File: config.mk
export PLATFORM = sky130hd
export DESIGN_NAME = ysyx_23060124__icache_assoc
export DESIGN_NICKNAME = d
export VERILOG_FILES = /design/src/rtl/ysyx_23060124__icache_assoc_pkg.sv /design/src/rtl/ysyx_23060124__icache_victim.sv /design/src/rtl/ysyx_23060124__icache_assoc.sv
export SDC_FILE = /design/constraint.sdc
export NUM_CORES = 2
export LEC_CHECK = 0
export BUFFER_PORTS_ARGS = -buffer_cell sky130_fd_sc_hd__clkbuf_2
export CAP_MARGIN = 40
export CELL_PAD_IN_SITES_DETAIL_PLACEMENT = 1
export CELL_PAD_IN_SITES_GLOBAL_PLACEMENT = 2
export CORE_ASPECT_RATIO = 0.5
export CORE_MARGIN = 2
export CORE_UTILIZATION = 35
export CTS_CLUSTER_DIAMETER = 50
export DETAILED_ROUTE_END_ITERATION = 7
export PLACE_DENSITY = 0.56
export SLEW_MARGIN = 20
export SYNTH_ARGS = -nofsm -noshare
export SYNTH_HDL_FRONTEND = slang
export SYNTH_MEMORY_MAX_BITS = 65536
export SYNTH_SLANG_ARGS = --single-unit
File: constraint.sdc
create_clock -name clk -period 3.7 [get_ports clk]
set_input_delay 0.185 -clock clk [delete_from_list [all_inputs] [get_ports clk]]
set_output_delay 0.185 -clock clk [all_outputs]
set_load 0.02 [all_outputs]
File: src/rtl/ysyx_23060124__icache_assoc_pkg.sv
// Shared types, AXI constants and width helpers for the set-associative icache.
package ysyx_23060124__icache_assoc_pkg;

  typedef enum logic [1:0] {
    StIdle,
    StAr,
    StRdata,
    StFlush
  } icache_state_e;

  localparam logic [1:0] AxiBurstIncr = 2'b01;
  localparam logic [2:0] AxiSize4B    = 3'b010;
  localparam logic [1:0] AxiRespOkay  = 2'b00;

  // Width of an index into n entries; never zero so single-entry arrays still get a port.
  function automatic int unsigned idx_width(input int unsigned n);
    return (n > 1) ? $clog2(n) : 1;
  endfunction

  // Exact log2 of a power of two; 0 for n == 1 (no address bits consumed).
  function automatic int unsigned log2_exact(input int unsigned n);
    return (n > 1) ? $clog2(n) : 0;
  endfunction

endpackage

File: src/rtl/ysyx_23060124__icache_victim.sv
// Victim way selector for one set: lowest invalid way, else the round-robin pointer.
module ysyx_23060124__icache_victim
  import ysyx_23060124__icache_assoc_pkg::*;
#(
  parameter int unsigned WAYS = 2,
  parameter int unsigned WayW = idx_width(WAYS)
) (
  input  logic [WAYS-1:0] valid_i,
  input  logic [WayW-1:0] rr_i,
  output logic [WayW-1:0] way_o
);

  logic found;

  // Scan upwards so the first invalid way wins; fall back to the pointer when all are valid.
  always_comb begin
    found = 1'b0;
    way_o = rr_i;
    for (int w = 0; w < WAYS; w++) begin
      if (!found && !valid_i[w]) begin
        found = 1'b1;
        way_o = WayW'(w);
      end
    end
  end

endmodule

File: src/rtl/ysyx_23060124__icache_assoc.sv
// Set-associative instruction cache with an AXI4 burst refill port.
module ysyx_23060124__icache_assoc
  import ysyx_23060124__icache_assoc_pkg::*;
#(
  parameter int unsigned ADDR_WIDTH = 32,
  parameter int unsigned WAYS       = 2,
  parameter int unsigned SETS       = 8,
  parameter int unsigned LINE_WORDS = 8
) (
  input  logic                  clk,
  input  logic                  rst_sync,
  input  logic [ADDR_WIDTH-1:0] addr,
  output logic [31:0]           data,
  output logic                  hit,
  input  logic                  fence_i,
  output logic                  bus_err,
  output logic [31:0]           M_AXI_ARADDR,
  output logic                  M_AXI_ARVALID,
  input  logic                  M_AXI_ARREADY,
  output logic [3:0]            M_AXI_ARID,
  output logic [7:0]            M_AXI_ARLEN,
  output logic [2:0]            M_AXI_ARSIZE,
  output logic [1:0]            M_AXI_ARBURST,
  input  logic [31:0]           M_AXI_RDATA,
  input  logic [1:0]            M_AXI_RRESP,
  input  logic                  M_AXI_RVALID,
  output logic                  M_AXI_RREADY,
  input  logic [3:0]            M_AXI_RID,
  input  logic                  M_AXI_RLAST
);

  localparam int unsigned OffW    = log2_exact(4 * LINE_WORDS);
  localparam int unsigned IdxBits = log2_exact(SETS);
  localparam int unsigned IdxW    = idx_width(SETS);
  localparam int unsigned WayW    = idx_width(WAYS);
  localparam int unsigned WordW   = idx_width(LINE_WORDS);
  localparam int unsigned TagW    = ADDR_WIDTH - OffW - IdxBits;

  // Address fields of the current fetch.
  logic [IdxW-1:0]  set_idx;
  logic [WordW-1:0] word_idx;
  logic [TagW-1:0]  tag_in;

  assign set_idx  = (SETS > 1) ? IdxW'(addr >> OffW) : '0;
  assign word_idx = WordW'(addr >> 2);
  assign tag_in   = TagW'(addr >> (OffW + IdxBits));

  // Storage; contents are meaningless until the matching valid bit is set.
  logic [TagW-1:0] tag_mem  [SETS][WAYS];
  logic [31:0]     data_mem [SETS][WAYS][LINE_WORDS];

  // Control state.
  icache_state_e                  state_q, state_d;
  logic [ADDR_WIDTH-1:0]          line_addr_q, line_addr_d;
  logic [IdxW-1:0]                set_q, set_d;
  logic [WayW-1:0]                way_q, way_d;
  logic [WordW-1:0]               cnt_q, cnt_d;
  logic                           err_q, err_d;
  logic                           fence_pend_q, fence_pend_d;
  logic                           arvalid_q, arvalid_d;
  logic                           rready_q, rready_d;
  logic                           bus_err_q, bus_err_d;
  logic [SETS-1:0][WAYS-1:0]      valid_q, valid_d;
  logic [SETS-1:0][WayW-1:0]      rr_q, rr_d;

  logic            hit_raw;
  logic [31:0]     hit_data;
  logic [WayW-1:0] victim_way;
  logic            tag_we;
  logic            data_we;
  logic            err_now;
  logic            pend_now;
  logic            unused_rid;

  assign unused_rid = ^M_AXI_RID;

  ysyx_23060124__icache_victim #(
    .WAYS (WAYS),
    .WayW (WayW)
  ) u_victim (
    .valid_i (valid_q[set_idx]),
    .rr_i    (rr_q[set_idx]),
    .way_o   (victim_way)
  );

  // Parallel tag compare across the indexed set; at most one way can match.
  always_comb begin
    hit_raw  = 1'b0;
    hit_data = '0;
    for (int w = 0; w < WAYS; w++) begin
      if (valid_q[set_idx][w] && (tag_mem[set_idx][w] == tag_in)) begin
        hit_raw  = 1'b1;
        hit_data = hit_data | data_mem[set_idx][w][word_idx];
      end
    end
  end

  assign hit  = hit_raw && (state_q != StFlush);
  assign data = hit ? hit_data : 32'h0;

  // Refill / flush controller next-state logic.
  always_comb begin
    state_d      = state_q;
    line_addr_d  = line_addr_q;
    set_d        = set_q;
    way_d        = way_q;
    cnt_d        = cnt_q;
    err_d        = err_q;
    fence_pend_d = fence_pend_q;
    arvalid_d    = arvalid_q;
    rready_d     = rready_q;
    bus_err_d    = 1'b0;
    valid_d      = valid_q;
    rr_d         = rr_q;
    tag_we       = 1'b0;
    data_we      = 1'b0;
    err_now      = 1'b0;
    pend_now     = 1'b0;
    unique case (state_q)
      StIdle: begin
        if (fence_i) begin
          state_d = StFlush;
        end else if (!hit_raw) begin
          line_addr_d = (addr >> OffW) << OffW;
          set_d       = set_idx;
          way_d       = victim_way;
          arvalid_d   = 1'b1;
          state_d     = StAr;
        end
      end
      StAr: begin
        if (fence_i) fence_pend_d = 1'b1;
        if (M_AXI_ARREADY) begin
          // Victim goes invalid now so a partial line can never hit.
          valid_d[set_q][way_q] = 1'b0;
          tag_we    = 1'b1;
          arvalid_d = 1'b0;
          rready_d  = 1'b1;
          cnt_d     = '0;
          err_d     = 1'b0;
          state_d   = StRdata;
        end
      end
      StRdata: begin
        if (fence_i) fence_pend_d = 1'b1;
        if (M_AXI_RVALID) begin
          data_we = 1'b1;
          cnt_d   = cnt_q + 1'b1;
          err_now = err_q || (M_AXI_RRESP != AxiRespOkay);
          err_d   = err_now;
          if (M_AXI_RLAST) begin
            pend_now              = fence_pend_q || fence_i;
            valid_d[set_q][way_q] = !err_now && !pend_now;
            bus_err_d             = err_now;
            rr_d[set_q]           = (rr_q[set_q] == WayW'(WAYS - 1)) ? '0 : rr_q[set_q] + 1'b1;
            rready_d              = 1'b0;
            fence_pend_d          = 1'b0;
            state_d               = pend_now ? StFlush : StIdle;
          end
        end
      end
      StFlush: begin
        valid_d      = '0;
        rr_d         = '0;
        fence_pend_d = 1'b0;
        state_d      = StIdle;
      end
      default: state_d = StIdle;
    endcase
  end

  // Control registers with synchronous reset; a reset mid-burst simply drops the burst.
  always_ff @(posedge clk) begin
    if (rst_sync) begin
      state_q      <= StIdle;
      line_addr_q  <= '0;
      set_q        <= '0;
      way_q        <= '0;
      cnt_q        <= '0;
      err_q        <= 1'b0;
      fence_pend_q <= 1'b0;
      arvalid_q    <= 1'b0;
      rready_q     <= 1'b0;
      bus_err_q    <= 1'b0;
      valid_q      <= '0;
      rr_q         <= '0;
    end else begin
      state_q      <= state_d;
      line_addr_q  <= line_addr_d;
      set_q        <= set_d;
      way_q        <= way_d;
      cnt_q        <= cnt_d;
      err_q        <= err_d;
      fence_pend_q <= fence_pend_d;
      arvalid_q    <= arvalid_d;
      rready_q     <= rready_d;
      bus_err_q    <= bus_err_d;
      valid_q      <= valid_d;
      rr_q         <= rr_d;
    end
  end

  // Tag and data array writes; no reset needed since valid bits gate every use.
  always_ff @(posedge clk) begin
    if (tag_we) tag_mem[set_q][way_q] <= TagW'(line_addr_q >> (OffW + IdxBits));
    if (data_we) data_mem[set_q][way_q][cnt_q] <= M_AXI_RDATA;
  end

  assign M_AXI_ARADDR  = 32'(line_addr_q);
  assign M_AXI_ARVALID = arvalid_q;
  assign M_AXI_ARID    = 4'h0;
  assign M_AXI_ARLEN   = 8'(LINE_WORDS - 1);
  assign M_AXI_ARSIZE  = AxiSize4B;
  assign M_AXI_ARBURST = AxiBurstIncr;
  assign M_AXI_RREADY  = rready_q;
  assign bus_err       = bus_err_q;

endmodule

# --- Yosys cells after proc, flatten, opt, wreduce, memory -nomap -nowiden ---
# Memories as Yosys holds them, arrays and structs flattened.
# Index checks and enable logic that the tools add are counted.
totals:
  wordCells: 164
  ram_bits: 4480
  n_memories: 2
  reg_bits: 65
  out_inout_bits: 85
classes:
  n_mux: 73
  addsub: 2
  eq_ne: 12
  reduce_logical: 28
  order_cmp: 10
  bitwise: 11
memory_table:
  columns: ["name", "words", "word_bits", "read_ports", "rd_clocked_by_memory_dff", "wr", "line", "text"]
  rows:
  - ["data_mem", 8, 512, 1, 0, 1, "ysyx_23060124__icache_assoc.sv:50", "logic [31:0] data_mem [SETS][WAYS][LINE_WORDS];"]
  - ["tag_mem", 8, 48, 1, 0, 1, "ysyx_23060124__icache_assoc.sv:49", "logic [TagW-1:0] tag_mem [SETS][WAYS];"]
op_table:
  columns: ["operator", "count"]
  rows:
  - ["2-to-1 mux 512 bit", 1]
  - ["demux 256 bit (select 1 bit)", 1]
  - ["2-to-1 mux 256 bit", 1]
  - ["2-to-1 mux 32 bit", 8]
  - ["binary-select mux 32 bit (select 3 bit)", 2]
  - ["demux 32 bit (select 3 bit)", 1]
  - ["== test 24 bit", 2]
  - ["2-to-1 mux 16 bit", 3]
  - ["2-to-1 mux 48 bit", 1]
  - ["one-hot mux 16 bit (3 select lines)", 1]
  - ["bitwise OR 32 bit", 1]
  - ["2-to-1 mux 1 bit", 25]
  - ["demux 24 bit (select 1 bit)", 1]
  - ["2-to-1 mux 24 bit", 1]
  - ["bitwise AND 16 bit", 1]
  - ["bitwise mux 16 bit", 1]
  - ["2-to-1 mux 2 bit", 8]
  - ["2-to-1 mux 8 bit", 2]
  - ["NOT 16 bit", 1]
  - ["one-hot mux 8 bit (2 select lines)", 1]
  - ["AND reduction 4 bit", 4]
  - ["inequality test 2 bit (second input constant)", 6]
  - ["logical AND 1 bit", 9]
  - ["AND reduction 3 bit", 3]
  - ["33 further kinds", 51]

# --- Logic depth before layout (Yosys ltp) ---
depth:
  ltp_word: 10
  depth_mapped: 14
  ltp_nobuf: 8

# --- Cells and area by module ---
# A second synthesis with hierarchy kept.
unflattened:
  hier_cells: 7204
  hier_area_um2: 174397.3
by_module_without_submodules:
  columns: ["mod", "n_inst", "area_each_um2", "cells_each"]
  rows:
  - ["ysyx_23060124__icache_assoc", 1, 174386.0, 7202]
  - ["ysyx_23060124__icache_victim", 1, 11.3, 2]

# --- Worst setup path after synthesis ---
# Ideal clock, no wire load.
synth_path:
  kind: "register to register"
  from: "reg set_q[1]"
  to: "mem tag_mem[2][24] (netlist bit) (enable)"
  arrival_ns: 3.085
  path_stages_with_launch: 5
  slack_ns: 0.180
  required_time_ns: 3.265
  setup_ns: 0.435
  path_cell_list: "dfxtp_1 -> buf_2 -> or3b_2 -> clkbuf_1 -> nor3_1"
synth_lines:
  columns: ["element", "line", "text"]
  rows:
  - ["start: declaration", "ysyx_23060124__icache_assoc.sv:55", "logic [IdxW-1:0] set_q, set_d;"]
  - ["start signal: assignment", "ysyx_23060124__icache_assoc.sv:190", "set_q <= set_d;"]
  - ["end: declaration", "ysyx_23060124__icache_assoc.sv:49", null]
# Straight into the memory's write port.

# --- Worst setup path in the final report ---
layout_path:
  from: "mem tag_mem[2][39] (netlist bit)"
  to: "out data[1]"
layout_between:
  elab_chain_len: 7
layout_rtl:
  columns: ["element", "line", "text"]
  rows:
  - ["memory read (8 x 48 bit) *", null, null]
  - ["== test 24 bit *", "ysyx_23060124__icache_assoc.sv:91", "if (valid_q[set_idx][w] && (tag_mem[set_idx][w] == tag_in)) begin"]
  - ["logical AND 1 bit *", "ysyx_23060124__icache_assoc.sv:91", null]
  - ["2-to-1 mux 32 bit / 2-to-1 mux 1 bit (equally long branches)", "ysyx_23060124__icache_assoc.sv:91", null]
  - ["bitwise OR 32 bit / 2-to-1 mux 1 bit (equally long branches)", "ysyx_23060124__icache_assoc.sv:93, ysyx_23060124__icache_assoc.sv:91", null]
  - ["2-to-1 mux 32 bit / logical AND 1 bit (equally long branches)", "ysyx_23060124__icache_assoc.sv:91, ysyx_23060124__icache_assoc.sv:98", null]
  - ["2-to-1 mux 32 bit *", "ysyx_23060124__icache_assoc.sv:99", "assign data = hit ? hit_data : 32'h0;"]
  - ["end: declaration", "ysyx_23060124__icache_assoc.sv:13", "output logic [31:0] data,"]
# Mark *: on every way between the ends. The rest lies on a longest branch, timed or not.

==> flow_summary.yaml <==
routing:
  firstDrtPassIters: 5
  dr.first_iter.drc_count: 9375
  routedWlPerCell_um: 35.51
  wl_um: 539600
  vias: 83210
  drc_errors: 0
  via_per_inst: 5.476
  ant_nets: 0
worst_hold_path:
  min_path_type: "input pin to register"
floorplan:
  initial_core_util: 0.3509
  die_h_um: 502.8
  rows: 183
  die-area_um2: 503500
  io_pins: 161
  core_um2: 496200
  die_x_um: 1002
power_and_ir_drop:
  power_density_nw_per_um2: 520.6
  ir_drop_mv: 0.3544
  leakage_nw: 64.42
run_status:
  status: "finished with violations"
  failed_checks: "negative setup slack"
worst_setup_path:
  worstRegToRegCells: 13
  r2r_start: "tag_mem[0][11]"
  critPathCaptureType: "primary output"
  endpoint: "data[1]"
  arrival_ns: 4.17
  max_stage_delay_ns: 0.50
  cp_top_family: "buffers and inverters"
  path_common_cell: "buf_4"
  r2r-end: "way_q"
  crit_chain: "mux4_2 -> mux2i_4 -> xor2_2 -> nand2_1 -> or4_4 -> nor4_4 -> buf_6 -> buf_12 -> buf_4 -> a22oi_1 -> buf_4 -> a21oi_1 -> buf_4"
  worst-path-stages: 13
  crit_required_ns: 3.51
  critical_path_buf_inv_count: 5
  crit_path_start_kind: "register"
  r2r_slack_ns: 0.25
  setup.worst_path.start: "tag_mem[2][39]"
  slowest_stage: "mux4_2"
  cp_max_fo: 8
  critical_path_class: "register to primary output"
placement:
  dp.cells: 14280
  dp_slack_ns: -0.5449
  numPortBuffers: 132
  dpl.hpwl_um: 335100
  gp_congestion: 0.7751
synth:
  synth_seq_cells: 4542
  synthSimpleGateAreaFrac: 0.008831
  synth_adder_area_share: 0.00007186
  synth_xor_area_frac: 0.002263
  ys_seq_area_frac: 0.7797
  synth.avg_cell_area_um2: 24.50
  synth_compound_area_frac: 0.009348
  yosys-mux-area-fraction: 0.1880
  synth-edff-count: 4480
  synthArstFlopShare: 0
  syn_inst: 7106
  yosys_warnings: 0
  synth_top_family_by_area: "multiplexers"
  synth_top_flop_cell: "edfxtp_1"
  ys_types: 55
  synthesis.area_um2: 174100
final_layout:
  layout.cells.non_filler: 15190
  drive_gt1_frac: 0.3701
  final_cell_mix: "edfxtp_1, mux4_2, buf_4, clkbuf_16, buf_12"
  utilization: 0.4175
  final_common_cell: "edfxtp_1"
  final_nets: 8231
  fillers: 45330
  syn_to_final_growth_pct: 18.96
global_routing:
  antenna_found_initial: 48
  grt_pass1_vias: 87000
  grt_pass1_wl_um: 741300
  grt.overflow.total: 0
  grt_max_degree: 84
  grt_usage: 0.2120
timing:
  tightest_slew_ns: 1.000
  rsz0062_at_grt: "true"
  finalMaxSlewViolations: 0
  finalCritPeriodShare: 1.178
  fin_ws_ns: -0.6574
  setup_viol: 33
  fin_crit_ns: 4.357
  hold_viol: 0
  timing.setup.tns_ns: -19.33
  slew_headroom: 0.3331
  fmax_mhz: 229.5
  fin_skew_ns: 0.04195
clocking:
  cts_made_buffers: 442
  path_clk_slew_ns: 0.06
  clock_latency_ns: 0.99
  cts_tree: "yes"
  cts_max_path_buffers: 4
  clock_sinks: 4542
  cts-root-buf: "clkbuf_16"
  htree_levels: 5
job:
  drv_cap: 0
[worst reg2reg max path: stages (launching register included)]
cell and delay [ns]:
edfxtp_1 0.37, mux4_2 0.46, mux2i_1 0.18, xor2_1 0.23, nand2_1 0.14, or4_4 0.45
nor4_4 0.31, buf_12 0.16, buf_12 0.13, buf_16 0.14, buf_4 0.18, buf_4 0.28
o31ai_1 0.12, a21oi_1 0.20
[worst min path at each step]
stage                              start                to  slack, ns  cells past startpoint
after global placement             err_q             err_q       0.45                      1
after CTS                 M_AXI_RDATA[8]  data_mem[4][168]      0.008                      2
final                     M_AXI_RDATA[8]  data_mem[6][168]       0.09                      2
after global routing            addr[17]  M_AXI_ARADDR[17]       0.06                      4
after detailed placement   M_AXI_ARVALID     M_AXI_ARVALID       0.46                      1
after floorplan           M_AXI_RDATA[0]    data_mem[0][0]       0.28                      0
[final cells by class]
| type | count | area, um^2 | share of cell area |
|---|---|---|---|
| antenna | 26 | 65.06 | 0.0003141 |
| clock buffer | 546 | 11620 | 0.05609 |
| clock inverter | 252 | 2163 | 0.01044 |
| inverter | 1 | 8.758 | 0.00004228 |
| multi-input combinational | 2160 | 37720 | 0.1821 |
| sequential | 4542 | 135800 | 0.6555 |
| tap | 6660 | 8333 | 0.04023 |
| timing repair buffer | 1007 | 11450 | 0.05529 |
[layer usage]
layer / wire length, um / vias to the layer above / part of all wire / track usage
li1: - / 33070 / - / -
met1: 236900 / 47070 / 0.44 / 0.3049
met2: 262500 / 2508 / 0.49 / 0.3508
met3: 29400 / 563 / 0.054 / 0.02732
met4: 10840 / 4 / 0.020 / 0.04198
met5: 27 / - / 0.000050 / 0
[report_power, final]
part | internal, mW | leakage [nW] | switching, mW
registers | 56.6 | 40.9 | 0.145
logic | 2.51 | 16.8 | 4.13
clock network | 24.5 | 6.73 | 20.0
[what timing repair did]
item                       in CTS  in global routing
hold endpoints to repair     2250                  0
setup endpoints to repair      33                 33
gates resized for setup        90                 51
hold buffers                   75                  0
buffers inserted               12                  5
gates cloned                    2                  0
pin swaps                      17                  5
[sequential cells by signal, summed over array words and instances (netlist names)]
| register | flops |
|---|---|
| tag_mem | 384 |
| bus_err | 1 |
| fence_pend_q | 1 |
| data_mem | 4096 |
| err_q | 1 |
| rr_q | 8 |
| set_q | 2 |
| M_AXI_ARVALID | 1 |
| M_AXI_RREADY | 1 |
| way_q | 1 |
| cnt_q | 3 |
| state_q | 2 |
| valid_q | 16 |
| M_AXI_ARADDR | 25 |
[cell usage after synthesis (all sizes together), types with 6 or more instances]
library cell / instances / share of area
edfxtp: 4480 / 0.77
mux4: 1400 / 0.18
buf: 241 / 0.0078
clkbuf: 182 / 0.0039
nor2: 166 / 0.0036
mux2i: 114 / 0.0066
a21oi: 90 / 0.0026
dfxtp: 62 / 0.0071
a22oi: 52 / 0.0022
xnor2: 35 / 0.0018
nand3: 30 / 0.00086
nand4: 30 / 0.0011
o31ai: 28 / 0.0012
o21ai: 27 / 0.00078
nand2: 25 / 0.00054
nor3: 17 / 0.00049
a221oi: 16 / 0.00080
a22o: 14 / 0.00070
and3: 13 / 0.00047
xor2: 10 / 0.00050
nor2b: 8 / 0.00029
o22ai: 8 / 0.00029
mux2: 6 / 0.00039
[cells by family (layout without fill, tap and decap cells)]
group	after synthesis	in the layout
xor gates and xnor gates	45	45
and+or+nand+nor	322	322
AOI/OAI and AO/OA	250	250
adders and majority gates	1	1
DFF	4542	4542
muxes	1520	1520
other	2	48
buffers and inverters	424	1806
[metrics by stage]
step	hold slack [ns]	area (um^2)	total power [mW]
final	0.08556	207100	107.8
after detailed placement	0.4555	191800	64.51
after global placement	0.4488	191400	64.38
after CTS	0.007930	206900	108.9
after floorplan	0.2839	174200	60.71
after global routing	0.05826	207100	110.9
No activity file was read; power rests on OpenSTA's default activity.
